[src/rtl/bcd_pkg.sv]
`default_nettype none
// ============================================================================
// Module      : bcd_pkg
// Description : Shared constants, FSM encoding and parameter-check helper for
//               the sequential binary-to-BCD converter.
// Revision    : 1.0 - initial release
// ============================================================================
package bcd_pkg;

    localparam int DIGIT_W = 4;

    localparam logic [DIGIT_W-1:0] ADJ_THRESH = 4'd5;
    localparam logic [DIGIT_W-1:0] ADJ_VAL    = 4'd3;

    localparam int STATE_W = 1;
    localparam logic [STATE_W-1:0] ST_IDLE  = 1'b0;
    localparam logic [STATE_W-1:0] ST_SHIFT = 1'b1;

    // Decimal digits needed to represent the largest BIN_W-bit unsigned value.
    function automatic int min_digits(input int bin_w);
        longint unsigned max_val;
        int              d;
        max_val = (64'd1 << bin_w) - 64'd1;
        d       = 1;
        while (max_val >= 64'd10) begin
            max_val = max_val / 64'd10;
            d       = d + 1;
        end
        return d;
    endfunction

endpackage
`default_nettype wire

[src/rtl/bcd_digit_adj.sv]
`default_nettype none
// ============================================================================
// Module      : bcd_digit_adj
// Description : Combinational add-3 correction cell for one BCD digit.
// Revision    : 1.0 - initial release
// ============================================================================
module bcd_digit_adj
    import bcd_pkg::*;
(
    input  logic [DIGIT_W-1:0] i_digit,
    output logic [DIGIT_W-1:0] o_digit
);

    // 4-bit add wraps mod 16 for the unreachable codes 10..15.
    assign o_digit = (i_digit >= ADJ_THRESH) ? (i_digit + ADJ_VAL) : i_digit;

endmodule
`default_nettype wire

[src/rtl/seq_bin2bcd.sv]
`default_nettype none
// ============================================================================
// Module      : seq_bin2bcd
// Description : Sequential double-dabble binary-to-BCD converter, one shift per
//               clock, with start/busy/done handshake and registered result.
// Revision    : 1.0 - initial release
// ============================================================================
module seq_bin2bcd
    import bcd_pkg::*;
#(
    parameter int BIN_W  = 8,
    parameter int DIGITS = 3
) (
    input  logic                   clk,
    input  logic                   rst_n,
    input  logic                   start,
    input  logic [BIN_W-1:0]       bin,
    output logic                   busy,
    output logic                   done,
    output logic [4*DIGITS-1:0]    bcd
);

    localparam int CNT_W = $clog2(BIN_W + 1);
    localparam int BCD_W = DIGIT_W * DIGITS;
    localparam logic [CNT_W-1:0] C_LAST = CNT_W'(BIN_W - 1);

    generate
        if (DIGITS < min_digits(BIN_W)) begin : g_param_check
            $error("seq_bin2bcd: DIGITS too small for BIN_W");
        end
    endgenerate

    logic [STATE_W-1:0] r_state;
    logic [STATE_W-1:0] w_state_nxt;
    logic [CNT_W-1:0]   r_cnt;
    logic [BIN_W-1:0]   r_shift;
    logic [BCD_W-1:0]   r_scratch;
    logic [BCD_W-1:0]   r_bcd;
    logic               r_busy;
    logic               r_done;

    logic               w_load;
    logic               w_shift_en;
    logic               w_last;
    logic [BCD_W-1:0]   w_corr;
    logic [BCD_W-1:0]   w_shifted;
    logic               w_unused_msb;

    generate
        for (genvar g = 0; g < DIGITS; g++) begin : g_digit
            bcd_digit_adj u_adj (
                .i_digit (r_scratch[g*DIGIT_W +: DIGIT_W]),
                .o_digit (w_corr[g*DIGIT_W +: DIGIT_W])
            );
        end
    endgenerate

    // The corrected top bit falls off the end of the shift.
    assign w_shifted    = {w_corr[BCD_W-2:0], r_shift[BIN_W-1]};
    assign w_unused_msb = w_corr[BCD_W-1];

    always_ff @(posedge clk or negedge rst_n) begin
        if (!rst_n) begin
            r_state <= ST_IDLE;
        end else begin
            r_state <= w_state_nxt;
        end
    end

    always_comb begin
        w_state_nxt = r_state;
        case (r_state)
            ST_IDLE:  if (start) w_state_nxt = ST_SHIFT;
            ST_SHIFT: if (r_cnt == C_LAST) w_state_nxt = ST_IDLE;
            default:  w_state_nxt = ST_IDLE;
        endcase
    end

    always_comb begin
        w_load     = 1'b0;
        w_shift_en = 1'b0;
        w_last     = 1'b0;
        case (r_state)
            ST_IDLE:  w_load = start;
            ST_SHIFT: begin
                w_shift_en = 1'b1;
                w_last     = (r_cnt == C_LAST);
            end
            default: ;
        endcase
    end

    always_ff @(posedge clk or negedge rst_n) begin
        if (!rst_n) begin
            r_cnt     <= '0;
            r_shift   <= '0;
            r_scratch <= '0;
            r_bcd     <= '0;
            r_busy    <= 1'b0;
            r_done    <= 1'b0;
        end else begin
            r_done <= w_last;
            if (w_load) begin
                r_shift   <= bin;
                r_scratch <= '0;
                r_cnt     <= '0;
                r_busy    <= 1'b1;
            end else if (w_shift_en) begin
                r_scratch <= w_shifted;
                r_shift   <= r_shift << 1;
                r_cnt     <= r_cnt + CNT_W'(1);
                if (w_last) begin
                    r_busy <= 1'b0;
                    r_bcd  <= w_shifted;
                end
            end
        end
    end

    assign busy = r_busy;
    assign done = r_done;
    assign bcd  = r_bcd;

endmodule
`default_nettype wire
[config.mk]
export PLATFORM = sky130hd
export DESIGN_NAME = seq_bin2bcd
export DESIGN_NICKNAME = d
export VERILOG_FILES = /design/src/rtl/bcd_pkg.sv /design/src/rtl/bcd_digit_adj.sv /design/src/rtl/seq_bin2bcd.sv
export SDC_FILE = /design/constraint.sdc
export NUM_CORES = 1
export LEC_CHECK = 0
export CORE_MARGIN = 2
export CORE_UTILIZATION = 35
export CTS_CLUSTER_DIAMETER = 200
export DETAILED_ROUTE_END_ITERATION = 7
export GPL_ROUTABILITY_DRIVEN = 1
export GPL_TIMING_DRIVEN = 0
export PLACE_DENSITY = 0.61
export REMOVE_ABC_BUFFERS = 1
export SETUP_SLACK_MARGIN = 0.2
export SYNTH_ARGS = -nofsm -noshare
export SYNTH_HDL_FRONTEND = slang
export SYNTH_SLANG_ARGS = --single-unit
[constraint.sdc]
create_clock -name clk -period 1.55 [get_ports clk]
set_clock_uncertainty 0.05 [all_clocks]
set_input_delay 0.31 -clock clk [delete_from_list [all_inputs] [get_ports clk]]
set_output_delay 0.31 -clock clk [all_outputs]
set_load 0.01 [all_outputs]
==> summary.md <==
| Metric | Value |
|---|---|
| Critical Path Slowest Stage Cell | dfrtp_1 |
| Initial antenna violation count | 0 |
| Switching pwr | 0.00210 W |
| Startpoint types | flop |
| Number of global-route vias before repair | 1,408 |
| CTS max path bufs | 2 |
| Final Wtd Congestion | 0.748 |
| TritonRoute pass-1 iters | 4 |
| Worst Tran Pin Value | 0.484 ns |
| Sink Count | 39 |
| First-pass GRT wire length | 6870 um |
| Final hold violation count | 0 |
| Slew Viols, Final | 0 |
| Ys async rst share | 1.00 |
| Min-delay worst type | reg2reg |
| Most frequent cells in the layout | 37 x dfrtp_1, 24 x nand2_1, 17 x buf_4, 16 x o21ai_0, 13 x o21ai_1 |
| # fillers | 494 |
| Root buffer cell | clkbuf_8 |
| Initial DRC Count | 107 |
| Per-cell routed wire length | 14.0 um |
| Met3 Usage GRT | 0.0509 |
| Seq/Total Area, Yosys | 0.537 |
| Crit Path Class | reg2reg |
| Relative slew slack | 0.677 |
| Critical path required time | 1.72 ns |
| I/O pin total | 25 |
| Max Cap Viol | 0 |
| Post-Syn Instances | 177 |
| Layout cells sized above 1 | 0.301 |
| Reg clk slew, reported paths | 0.08 ns |
| Cell total after placement | 264 |
| Setup Viol. Count Final | 0 |
| Die W | 76.1 um |
| Met1 usage in global routing | 0.199 |
| Cell internal pwr | 0.00344 W |
| DRC | 0 |
| Total grt overflow | 0 |
| I/O Buffers | 24 |
| Largest net degree at the start of global routing | 40 |
| Num CTS Buffers | 5 |
| Met2 Track Usage GR | 0.233 |
| RSZ-0062 raised after global routing | yes |
| Vias per std cell | 4.86 |
| Overall global routing resource usage | 0.149 |
| PD cells | 2130 nW/um^2 |
| Hold WS | 0.431 ns |
| ANT nets after route | 0 |
| Commonest non-fill, non-tap cell in the layout | dfrtp_1 |
| Register Area | 981 sq um |
| Area growth syn-to-layout | 42.7% |
| Crit. End Element | flop |
| Worst vdd ir | 0.808 mV |
| Pre-CTS WS | -1.46 ns |
| Die H | 76.1 um |
| Leak Pwr | 1.17 nW |
| Routed vias | 1,438 |
| Maximum net fanout on the critical path | 3 |
| Avg Synthesized Cell Area | 10.3 sq um |
| Row count | 26 |
| Initial Util | 0.358 |
| Post-Syn Area | 1820 sq um |
| Period utilization | 0.943 |
| Worst setup margin | 0.0877 ns |
| Core area | 5070 sq um |
| Crit path cell chain | ha_2, nand2b_4, a21oi_4, mux2_4, o21ai_2 |
| Comb power frac | 0.525 |
| H-Tree Depth | 2 |
| Busiest grt layer | met2 |
| Switching Fraction | 0.378 |
| Final WL | 4150 um |
| Ys Warns | 0 |
| CP Data Arrival Time | 1.63 ns |
| DP HPWL | 2230 um |
| FMAX | 684 MHz |
| Post-synth EDFFs | 0 |
| DIE AREA | 5790 sq um |
| Footprint of the multi-input gates | 963 sq um |
| Ys flop type | dfrtp_1 |
| Clk_lat worst skew | 0.29 ns |
| Tmin final | 1.46 ns |
| CTS tree | yes |
| Top delay family on crit path | flip-flops |
| Non-filler cells in the finished layout | 296 |
| Antenna Cells | 0 |
| Status | finished clean |
| Synth cell types | 27 |
| Synthesis-stage register bit count | 39 |
| CP bufs+invs | 0 |
| Reg power frac | 0.340 |
| Slowest stage delay, CP | 0.41 ns |
| Clock Power Share | 0.136 |
| # nets final | 243 |
## layer usage
layer  up-vias  part of all wire
li1        715                 -
met1       687              0.45
met2        32              0.49
met3         4             0.055
met4         0            0.0051
met5         -                 0
## what timing repair did
| item | CTS | global route |
|---|---|---|
| buffers inserted | 11 | 10 |
| pin swaps | 10 | 5 |
| gates cloned | 2 | 0 |
| gates resized for setup | 55 | 17 |
| hold buffers | 1 | 0 |
| hold endpoints to repair | 39 | 0 |
| setup endpoints to repair | 53 | 32 |
## metrics by stage
step                       util  power [W]  TNS [ns]  instance area, sq um
after CTS                 0.483    0.00510         0                  2450
after floorplan               -    0.00304     -5.27                  1780
after global placement    0.414    0.00368    -62.97                  2100
after global routing      0.511    0.00599         0                  2590
after detailed placement  0.417    0.00376    -27.63                  2120
final                     0.511    0.00554         0                  2590
## cell type report
type,count,area share
Tap cell,70,0.0338
Multi-Input combinational cell,123,0.371
Clock buffer,8,0.0386
Inverter,8,0.0130
Timing Repair Buffer,47,0.162
Timing Repair inverter,1,0.00289
Sequential cell,39,0.378
## path summary, 6_finish.rpt
path / from / end / slack [ns] / cells past startpoint
worst max-delay path: r_scratch[4] / r_scratch[6] / 0.09 / 5
worst min-delay path: bcd[3] / bcd[3] / 0.43 / 2
worst max register to register: r_scratch[4] / r_scratch[6] / 0.09 / 5
worst min register to register: bcd[3] / bcd[3] / 0.43 / 2
max in group asynchronous: rst_n / r_state / 0.77 / 3
min in group asynchronous: rst_n / bcd[3] / 0.47 / 3
## worst min-delay path, delay by kind of cell (launching register included)
kind	cells	cell delay, ns
compound gates	1	0.06
flops	1	0.34
simple gates	1	0.05
## power groups by stage
stage,registers [W],logic (W),clock network (W)
after floorplan,0.00186,0.00118,0
after CTS,0.00188,0.00245,0.000771
after global placement,0.00187,0.00181,0
after global routing,0.00196,0.00320,0.000830
after detailed placement,0.00188,0.00188,0
final,0.00188,0.00291,0.000751
## cells by family after synthesis
logic type | count (synthesis) | share of synthesized area
xor+xnor | 3 | 0.0145
flops | 39 | 0.537
simple gates | 52 | 0.140
mux | 13 | 0.0743
buf+inv | 16 | 0.0399
fa+ha+maj | 7 | 0.0482
compound gates | 47 | 0.146
## synthesized netlist by cell type (3+ instances only)
| library cell | instances | area, sq um |
|---|---|---|
| a21o_1 | 3 | 22.5 |
| buf_2 | 7 | 35.0 |
| o21ai_1 | 11 | 55.1 |
| nand2b_1 | 3 | 18.8 |
| mux2_2 | 4 | 45.0 |
| o21ai_0 | 20 | 100 |
| mux2i_1 | 9 | 90.1 |
| nor3b_1 | 5 | 37.5 |
| ha_1 | 7 | 87.6 |
| xnor2_1 | 3 | 26.3 |
| a21oi_2 | 3 | 26.3 |
| inv_1 | 8 | 30.0 |
| nor3_1 | 3 | 15.0 |
| or3_1 | 4 | 25.0 |
| dfrtp_1 | 39 | 976 |
| nand2_1 | 24 | 90.1 |
| a21oi_1 | 6 | 30.0 |
| nor2_1 | 6 | 22.5 |
## state kept, by name, summed over array words and instances (netlist names)
name and count:
bcd 12, r_cnt 4, r_shift 8, done 1, r_state 1, r_scratch 12
busy 1
No activity file was read; power rests on OpenSTA's default activity.
